`src/rtl/xvga_timing.sv`:
```
// xvga_timing: video timing generator, 1024x768 @ 60 Hz by default.
//
// Ports:
//   clk          pixel clock (65 MHz)
//   reset        synchronous, active-high
//   hcount[10:0] pixel index within line, 0..H_TOTAL-1
//   vcount[9:0]  line index within frame, 0..V_TOTAL-1
//   hsync        horizontal sync, asserted level HSYNC_POL
//   vsync        vertical sync, asserted level VSYNC_POL
//   blank        high outside the visible region
//   new_line     one-cycle strobe when hcount wraps to 0
//   new_frame    one-cycle strobe when (hcount,vcount) wraps to (0,0)
//   frame_count  completed-frame counter, wraps 16'hFFFF -> 0
//
// Every output is a flop loaded from the next-state counter values, so the
// (hcount, vcount, sync, blank, strobe) tuple always describes one pixel.
// H_TOTAL must be <= 2048 and V_TOTAL <= 1024 (counter widths are fixed).
// FRAME_COUNT_INIT is a test hook for exercising the counter wrap; leave at 0.
module xvga_timing #(
  parameter int          H_ACTIVE         = 1024,
  parameter int          H_FP             = 24,
  parameter int          H_SYNC           = 136,
  parameter int          H_BP             = 160,
  parameter int          V_ACTIVE         = 768,
  parameter int          V_FP             = 3,
  parameter int          V_SYNC           = 6,
  parameter int          V_BP             = 29,
  parameter logic        HSYNC_POL        = 1'b0,
  parameter logic        VSYNC_POL        = 1'b0,
  parameter logic [15:0] FRAME_COUNT_INIT = 16'h0000
) (
  input  logic        clk,
  input  logic        reset,
  output logic [10:0] hcount,
  output logic [9:0]  vcount,
  output logic        hsync,
  output logic        vsync,
  output logic        blank,
  output logic        new_line,
  output logic        new_frame,
  output logic [15:0] frame_count
);

  localparam int H_TOTAL = H_ACTIVE + H_FP + H_SYNC + H_BP;
  localparam int V_TOTAL = V_ACTIVE + V_FP + V_SYNC + V_BP;

  localparam logic [10:0] H_LAST   = 11'(H_TOTAL - 1);
  localparam logic [10:0] H_VIS    = 11'(H_ACTIVE);
  localparam logic [10:0] HS_FIRST = 11'(H_ACTIVE + H_FP);
  localparam logic [10:0] HS_LAST  = 11'(H_ACTIVE + H_FP + H_SYNC - 1);

  localparam logic [9:0]  V_LAST   = 10'(V_TOTAL - 1);
  localparam logic [9:0]  V_VIS    = 10'(V_ACTIVE);
  localparam logic [9:0]  VS_FIRST = 10'(V_ACTIVE + V_FP);
  localparam logic [9:0]  VS_LAST  = 10'(V_ACTIVE + V_FP + V_SYNC - 1);

  logic        h_last, v_last, wrap_line, wrap_frame;
  logic [10:0] h_nxt;
  logic [9:0]  v_nxt;
  logic        hsync_nxt, vsync_nxt, blank_nxt;

  // Next-state counters and the flags derived from them.
  always_comb begin
    h_last     = (hcount == H_LAST);
    v_last     = (vcount == V_LAST);
    wrap_line  = h_last;
    wrap_frame = h_last && v_last;

    h_nxt = hcount + 11'd1;
    v_nxt = vcount;
    if (h_last) begin
      h_nxt = '0;
      v_nxt = v_last ? '0 : vcount + 10'd1;
    end

    hsync_nxt = ((h_nxt >= HS_FIRST) && (h_nxt <= HS_LAST)) ? HSYNC_POL : ~HSYNC_POL;
    // vsync depends only on the line, so its edges land on hcount==0 cycles.
    vsync_nxt = ((v_nxt >= VS_FIRST) && (v_nxt <= VS_LAST)) ? VSYNC_POL : ~VSYNC_POL;
    blank_nxt = (h_nxt >= H_VIS) || (v_nxt >= V_VIS);
  end

  // Reset forces blank low and strobes off even though (0,0) is a visible
  // pixel: strobes only ever come from a real counter wrap.
  always_ff @(posedge clk) begin
    if (reset) begin
      hcount      <= '0;
      vcount      <= '0;
      hsync       <= ~HSYNC_POL;
      vsync       <= ~VSYNC_POL;
      blank       <= 1'b0;
      new_line    <= 1'b0;
      new_frame   <= 1'b0;
      frame_count <= FRAME_COUNT_INIT;
    end else begin
      hcount      <= h_nxt;
      vcount      <= v_nxt;
      hsync       <= hsync_nxt;
      vsync       <= vsync_nxt;
      blank       <= blank_nxt;
      new_line    <= wrap_line;
      new_frame   <= wrap_frame;
      if (wrap_frame)
        frame_count <= frame_count + 16'd1;
    end
  end

endmodule

```
`config.mk`:
```
export PLATFORM = sky130hd
export DESIGN_NAME = xvga_timing
export DESIGN_NICKNAME = d
export VERILOG_FILES = /design/src/rtl/xvga_timing.sv
export SDC_FILE = /design/constraint.sdc
export NUM_CORES = 1
export LEC_CHECK = 0
export BUFFER_PORTS_ARGS = -buffer_cell sky130_fd_sc_hd__clkbuf_2
export CAP_MARGIN = 15
export CORE_ASPECT_RATIO = 0.9
export CORE_UTILIZATION = 50
export CTS_CLUSTER_SIZE = 25
export DETAILED_ROUTE_END_ITERATION = 8
export GPL_TIMING_DRIVEN = 0
export HOLD_SLACK_MARGIN = 0.05
export PLACE_DENSITY = 0.74
export SLEW_MARGIN = 20
export SYNTH_ARGS = -nofsm -noshare
export SYNTH_HDL_FRONTEND = slang
export SYNTH_SLANG_ARGS = --single-unit
```
`constraint.sdc`:
```
create_clock -name clk -period 2.7 [get_ports clk]
set_clock_uncertainty 0.2 [all_clocks]
set_input_delay 0.135 -clock clk [delete_from_list [all_inputs] [get_ports clk]]
set_output_delay 0.135 -clock clk [all_outputs]
set_load 0.02 [all_outputs]
```
### Word-level counts from Yosys, hierarchy flattened

Index checks and enable logic that the tools add are counted.

* register bits: 42
* input bits: 2
* logic and storage cells: 28

* add/subtract/negate cells: 3
* order comparisons: 6
* eq/ne operators: 2
* mux-type cells: 5
* reductions and logical operators: 4

Operators with widths (number)
* $ge A11 B11 Y1 const B: 2
* $ge A10 B10 Y1 const B: 2
* $mux W10: 2
* $add A16 B1 Y16 const B: 1
* $add A11 B1 Y11 const B: 1
* $eq A11 B11 Y1 const B: 1
* $le A11 B11 Y1 const B: 1
* $mux W11: 1
* $add A10 B1 Y10 const B: 1
* $eq A10 B10 Y1 const B: 1
* $le A10 B10 Y1 const B: 1
* $logic_and A1 B1 Y1: 3
* $mux W1: 2
* $logic_or A1 B1 Y1: 1

### Depth between registers and ports, before layout

Gate-level depths: netlist (run 1).

* depth after elaboration: 6
* gate-level depth with buffers: 9
* depth with buffers taken out: 8

### Worst setup path before layout (run 1)

Ideal clock, no wire load.

* path type: register to register
* start: reg hcount[0]
* end: reg vsync
* library setup time: 0.124 ns
* data arrival time: 2.274 ns
* required time: 2.376 ns
* path slack: 0.102 ns
* stages on the path, launching flop included: 8
* path buffers: 0
* cells stage by stage: dfxtp_1 -> ha_1 -> nand2_4 -> or4_4 -> or3_1 -> o21ai_1 -> o21ai_0 -> a2111o_1

* cells in the longest elaborated chain, start to end: 5
* elaborated cells on any way between the ends: 6
* those cells by class: order compare: 2; eq/ne: 1; mux: 2; reduce/logical: 1

RTL lines
* start: declaration: RTL line 34 `output logic [10:0] hcount,`
* start signal: assignment: RTL line 95 `hcount <= h_nxt;`
* $eq A11 B11 Y1 *: RTL line 64 `h_last = (hcount == H_LAST);`
* $mux W10 *: RTL line 71 `if (h_last) begin`
* $ge A10 B10 Y1 / $le A10 B10 Y1 (equally long branches): RTL line 78 `vsync_nxt = ((v_nxt >= VS_FIRST) && (v_nxt <= VS_LAST)) ? VSYNC_POL : ~VSYNC_POL;`
* $logic_and A1 B1 Y1 *: RTL line 78
* $mux W1 *: RTL line 78
* end signal: assignment: RTL line 89 `vsync <= ~VSYNC_POL;`
* end signal: assignment: RTL line 98 `vsync <= vsync_nxt;`
* end: declaration: RTL line 37 `output logic vsync,`

Mark *: on every way between the ends. The rest lies on a longest branch, timed or not.
A chain may end at the register's enable or synchronous reset.

### Worst setup path after layout (run 1)

* start: reg hcount[1]
* end: reg vsync

Same word-level chain as after synthesis.

==> summary.txt, run 1 <==
Clock network
  • Clock tree buffer depth: 2
  • Depth of the CTS H-tree: 2
  • Clock transition at the registers of the reported paths: 80 ps
  • Insertion delay to the later sink of the worst-skew pair: 300 ps
  • CTS tree: built
  • Clock Sinks: 42
  • CTS buffer count: 5
  • Setup Buffers After CTS: 0
  • Clk root buf: clkbuf_8

Setup path
  • RR Startpoint: hcount[1]
  • Req. time, crit path: 2690 ps
  • Worst-path cell chain: ha_2 -> nand2_4 -> or4_4 -> or3_1 -> o21ai_1 -> o21ai_0 -> a2111o_1
  • Worst-path fanout max: 6
  • Reg2reg setup slack: 200 ps
  • Reg2Reg Depth: 7
  • Crit path kind: reg2reg
  • CP max stage delay: 490 ps
  • Critical Path Start: hcount[1]
  • Worst setup SP type: flop
  • Arrival @ worst endpoint: 2480 ps
  • Slowest cell on the critical path: or4_4
  • Critical Path Sink: vsync
  • FF-to-FF End: vsync
  • Critical Path End Type: flop

Placed design
  • Number of I/O port buffers: 42
  • Detailed Place HPWL: 3060 µm
  • Post-Place Setup Slack: 9.57 ps
  • Gp weighted congestion: 0.821

Routing
  • WL final: 4380 µm
  • Via/cell ratio: 5.39
  • First-pass DRT Iterations: 5
  • Vias: 1853
  • DRT iter0 DRCs: 68
  • ANT nets after route: 0
  • Wire length per cell: 12.7 µm
  • DRC Markers: 0

Synthesis
  • Ys Warns: 0
  • Synth unique cells: 53
  • Part of the Yosys area used for sequential elements: 39.2%
  • Synth async-reset ratio: 0%
  • Ys flop type: dfxtp_1
  • Syn Area/Cell: 8.76 µm²
  • Cell Area, Synth: 0.00215 mm²
  • Net Count, Synth: 252
  • Cells after Synth: 245
  • Yosys reg bits: 42
  • Number of synthesized flops with an enable pin: 0

Floorplanning
  • Die height: 64.2 µm
  • Starting Density: 52.3%
  • Die width: 71.1 µm
  • Core area: 0.00410 mm²
  • Die ar.: 0.00456 mm²
  • Ports: 44
  • Row count: 22

Power
  • Cell area power density: 455 mW/mm²
  • LEAKAGE: 0.00100 µW
  • Overall Power: 1150 µW
  • Worst IR Drop VDD: 0.350 mV

STA
  • Fmax achieved: 0.400 GHz
  • RSZ-0062 raised after global routing: no
  • Min Tclk post-route: 2500 ps
  • Slew headroom: 68.5%
  • Endpoints failing hold: 0
  • Slew Limit Fails: 0
  • Worst hold slack: 288 ps
  • Slew @ Worst Pin: 469 ps
  • Setup TNS: 0 ps
  • Final period utilization: 92.6%
  • Setup Viol. Count Final: 0
  • Final WS setup: 201 ps

Layout
  • # diodes: 0
  • Area growth syn-to-layout: 18.3%
  • Nets: 302
  • Layout cells sized above 1: 24.3%
  • Post-layout utilization of the core: 61.9%
  • Commonest non-fill, non-tap cell in the layout: clkbuf_2
  • Commonest cells after routing, fill and taps aside: 42 x clkbuf_2, 41 x dfxtp_1, 39 x nor2_1

Flow run
  • Max Cap Viol: 0

Worst hold path
  • Worst Hold Class: reg2reg

Global route
  • Initial antenna violation count: 0
  • Pin count of the biggest net entering global routing: 14
  • Gr usage total: 20.8%
  • Global-route wire length before repair: 7420 µm
  • GRT overflow: 0
  • Number of global-route vias before repair: 1665

Status
  • Outcome: finished, final reports clean
worst max-delay path: cells and delay by family, from the launching register on:
| family | cells | cell delay [ps] |
|---|---|---|
| DFF | 1 | 410 |
| and+or+nand+nor | 3 | 900 |
| AOI/OAI and AO/OA | 3 | 590 |
| adders and majority gates | 1 | 300 |
report_power, final:
part           total [µW]  switching (µW)  internal (µW)  leakage, µW
Combinational        35.4            23.9           11.5     0.000604
Sequential            630            6.88            623     0.000339
Clock                 489             217            272    0.0000579
Total                1150             248            907      0.00100
cells in the mapped netlist (2+ instances only):
library cell / n / area, µm²
nor2b_1: 2 / 12.5
dfxtp_1: 42 / 841
nand2b_1: 3 / 18.8
xnor2_1: 10 / 87.6
or3_1: 6 / 37.5
ha_1: 5 / 62.6
and2_1: 3 / 18.8
a31oi_1: 3 / 18.8
and4_1: 2 / 17.5
nand2_1: 16 / 60.1
inv_1: 5 / 18.8
and3_1: 2 / 12.5
o21ai_0: 11 / 55.1
nand3_1: 12 / 60.1
nor2_1: 39 / 146
a21oi_1: 10 / 50.1
nor3b_1: 2 / 15.0
nand3b_1: 2 / 15.0
nor3_1: 4 / 20.0
clkbuf_1: 4 / 15.0
mux2i_1: 2 / 20.0
buf_4: 3 / 22.5
nand4_1: 11 / 68.8
xor2_1: 17 / 149
registers in the layout, indices dropped and copies added (netlist names):
register,cells
blank,1
frame_count,16
hcount,11
hsync,1
new_frame,1
new_line,1
vcount,10
vsync,1
cell families after synthesis:
family,Yosys count,share of synthesized area [%]
AOI/OAI and AO/OA,35,10.3
xor gates and xnor gates,27,11.0
adders and majority gates,5,2.91
and+or+nand+nor,117,30.9
muxes,3,1.46
buffers and inverters,16,4.20
DFF,42,39.2
final cells by class:
type	count	area (µm²)
plain buffers	11	71.3
well taps	48	60.1
clock inverters	3	40.0
repair buffers	43	220
clock buffers	5	68.8
inverters	5	18.8
flip-flops and latches	42	842
multi-input cells	187	1220
fillers	382	1560
routing by layer:
metal	track usage, %	part of all wire [%]	vias up
li1	-	-	953
met1	26.3	49	857
met2	34.6	46	38
met3	4.73	3.9	5
met4	7.50	1.1	0
met5	0	0	-
worst min path at each step:
stage / from / slack [ps] / endpoint / cells past startpoint
after floorplan: reset / 240 / frame_count[2] / 2
after detailed placement: frame_count[1] / 300 / frame_count[1] / 2
final: hcount[0] / 290 / hcount[0] / 1
after global placement: frame_count[1] / 290 / frame_count[1] / 2
after global routing: hcount[0] / 320 / hcount[0] / 1
after CTS: frame_count[1] / 310 / frame_count[1] / 2
timing repair:
item | 4_1_cts | 5_1_grt
setup endpoints to repair | 1 | 2
pin swaps | 0 | 1
endpoints found under the hold margin | 5 | 0
gates cloned | 0 | 0
hold buffers | 1 | 0
resized for setup | 1 | 1
through the flow:
stage          std cells  instance area, µm²
2_1_floorplan        245                2150
3_3_place_gp         335                2420
3_5_place_dp         335                2420
4_1_cts              344                2540
5_1_grt              344                2540
6_report             344                2540
No activity file was read; power rests on OpenSTA's default activity.
==> run 2, diff against run 1 <==
--- a/config.mk
+++ b/config.mk
@@ -9,11 +9,12 @@
 export CAP_MARGIN = 15
 export CORE_ASPECT_RATIO = 0.9
 export CORE_UTILIZATION = 50
-export CTS_CLUSTER_SIZE = 25
+export CTS_CLUSTER_SIZE = 8
 export DETAILED_ROUTE_END_ITERATION = 8
 export GPL_TIMING_DRIVEN = 0
 export HOLD_SLACK_MARGIN = 0.05
-export PLACE_DENSITY = 0.74
+export PLACE_DENSITY = 0.85
+export SETUP_SLACK_MARGIN = 0.5
 export SLEW_MARGIN = 20
 export SYNTH_ARGS = -nofsm -noshare
 export SYNTH_HDL_FRONTEND = slang
==> run 2 against run 1 <==
Flip-flop and latch count did not move. Combinational power increased by 38%. Die area did not move. Global-route usage is 1.4 points higher. Register-to-register slack gained 190 ps. Wire length increased by 10%. Largest power group unchanged. Highest routed layer unchanged.
==> summary.txt, run 2 (same netlist as run 1, synthesis figures left out) <==
Status
  • Outcome: finished, final reports clean

Global route
  • Global-route wire length before repair: 7980 µm
  • Initial antenna violation count: 0
  • GRT overflow: 0
  • Gr usage total: 22.2%
  • Pin count of the biggest net entering global routing: 14
  • Number of global-route vias before repair: 1814

Clock network
  • Depth of the CTS H-tree: 2
  • Clk root buf: clkbuf_8
  • Insertion delay to the later sink of the worst-skew pair: 300 ps
  • CTS buffer count: 5
  • Clock Sinks: 42
  • CTS tree: built
  • Clock tree buffer depth: 2
  • Clock transition at the registers of the reported paths: 80 ps

Setup path
  • Worst-path fanout max: 3
  • Critical Path End Type: flop
  • FF-to-FF End: vsync
  • Reg2Reg Depth: 7
  • Arrival @ worst endpoint: 2290 ps
  • Crit path kind: reg2reg
  • Req. time, crit path: 2680 ps
  • Reg2reg setup slack: 390 ps
  • Worst setup SP type: flop
  • RR Startpoint: hcount[0]

Floorplanning
  • Core area: 0.00410 mm²
  • Die ar.: 0.00456 mm²
  • Die width: 71.1 µm
  • Ports: 44
  • Starting Density: 52.3%
  • Row count: 22
  • Die height: 64.2 µm

Routing
  • Via/cell ratio: 5.45
  • First-pass DRT Iterations: 4
  • DRT iter0 DRCs: 136
  • WL final: 4820 µm
  • DRC Markers: 0
  • ANT nets after route: 0
  • Vias: 1950
  • Wire length per cell: 13.5 µm

Layout
  • Nets: 316
  • Commonest cells after routing, fill and taps aside: 44 x clkbuf_2, 38 x nor2_1, 29 x dfxtp_1
  • Area growth syn-to-layout: 30.1%
  • Largest register by flop count: frame_count
  • Commonest non-fill, non-tap cell in the layout: clkbuf_2
  • # diodes: 0
  • Layout cells sized above 1: 35.8%
  • Largest registers: frame_count: 16 flops, hcount: 11 flops, vcount: 10 flops
  • Max reg flops: 16
  • Post-layout utilization of the core: 68.1%
  • Fill cell count: 311

STA
  • Endpoints failing hold: 0
  • Slew Limit Fails: 0
  • Slew headroom: 66.1%
  • Slew @ Worst Pin: 509 ps
  • RSZ-0062 raised after global routing: yes
  • Fmax achieved: 0.434 GHz
  • Final period utilization: 85.4%
  • Setup TNS: 0 ps
  • Setup Viol. Count Final: 0
  • Min Tclk post-route: 2310 ps

Worst hold path
  • Hold Path Origin: frame_count[12]
  • Hold Crit Endpoint: frame_count[12]
  • Worst Hold Class: reg2reg
  • Hold path depth: 2

Power
  • Cell area power density: 415 mW/mm²
  • LEAKAGE: 0.00112 µW
  • Worst IR Drop VDD: 0.322 mV

Flow run
  • Max Cap Viol: 0

Placed design
  • Number of I/O port buffers: 42
  • Gp weighted congestion: 0.878
  • Detailed Place HPWL: 3130 µm
[run 2: changes by cell type in the layout (fill, tap and decap cells not counted), moves of 5 or more]
| cell | before | now |
|---|---|---|
| dfxtp_1 | 41 | 29 |
| buf_4 | 3 | 12 |
| dfxtp_4 | 0 | 7 |
| o21ai_0 | 11 | 5 |
| buf_6 | 1 | 6 |
| dfxtp_2 | 1 | 6 |
[run 2: area by class of cell]
type,instances,area (µm²),area share [%]
Buffer,11,91.3,3.27
Clock buffer,5,68.8,2.46
Clock inverter,3,40.0,1.43
Inverter,5,18.8,0.672
Multi-Input combinational cell,187,1300,46.7
Sequential cell,42,875,31.3
Tap cell,48,60.1,2.15
Timing Repair Buffer,57,337,12.0
[run 2: stage by stage]
stage / std cells / cell area, µm² / hold WS (ps) / total power, µW / setup WS (ps)
after CTS: 358 / 2740 / 311 / 1170 / 391
after global routing: 358 / 2790 / 351 / 1200 / 323
after floorplan: 245 / 2190 / 235 / 670 / 400
after global placement: 335 / 2460 / 268 / 680 / 288
after detailed placement: 335 / 2460 / 273 / 681 / 289
final: 358 / 2790 / 312 / 1160 / 394
[run 2: worst max-delay path by stage]
stage,start,endpoint
final,hcount[0],vsync
after global routing,hcount[0],vsync
after CTS,vcount[6],vsync
after detailed placement,hcount[0],vsync
after global placement,hcount[0],vsync
after floorplan,hcount[0],vsync
[run 2: worst max-delay path, cell delays in order, from the launching register on]
cell	delay, ps
dfxtp_4	360
ha_4	140
nand2_4	60
or4_4	500
or3_1	330
o21ai_1	170
o21ai_1	70
a2111o_1	360
[run 2: repair_timing]
| item | 4_1_cts | 5_1_grt |
|---|---|---|
| buffers inserted | 13 | 0 |
| hold buffers | 1 | 0 |
| endpoints found under the setup margin | 13 | 14 |
| cloned | 1 | 0 |
| gates resized for setup | 22 | 18 |
| pin swaps | 12 | 9 |
| endpoints found under the hold margin | 5 | 0 |
[run 2: power by group]
part	leakage (µW)	internal, µW	total (µW)	switching (µW)
combinational	0.000717	17.5	48.8	31.3
sequential	0.000347	618	624	5.60
clock	0.0000579	272	485	213
[run 2: layer usage]
layer	GRT usage, %	vias up	part of all wire [%]
li1	-	984	-
met1	26.9	905	47
met2	38.3	51	47
met3	3.47	10	4.3
met4	10.5	0	1.8
met5	0	-	0
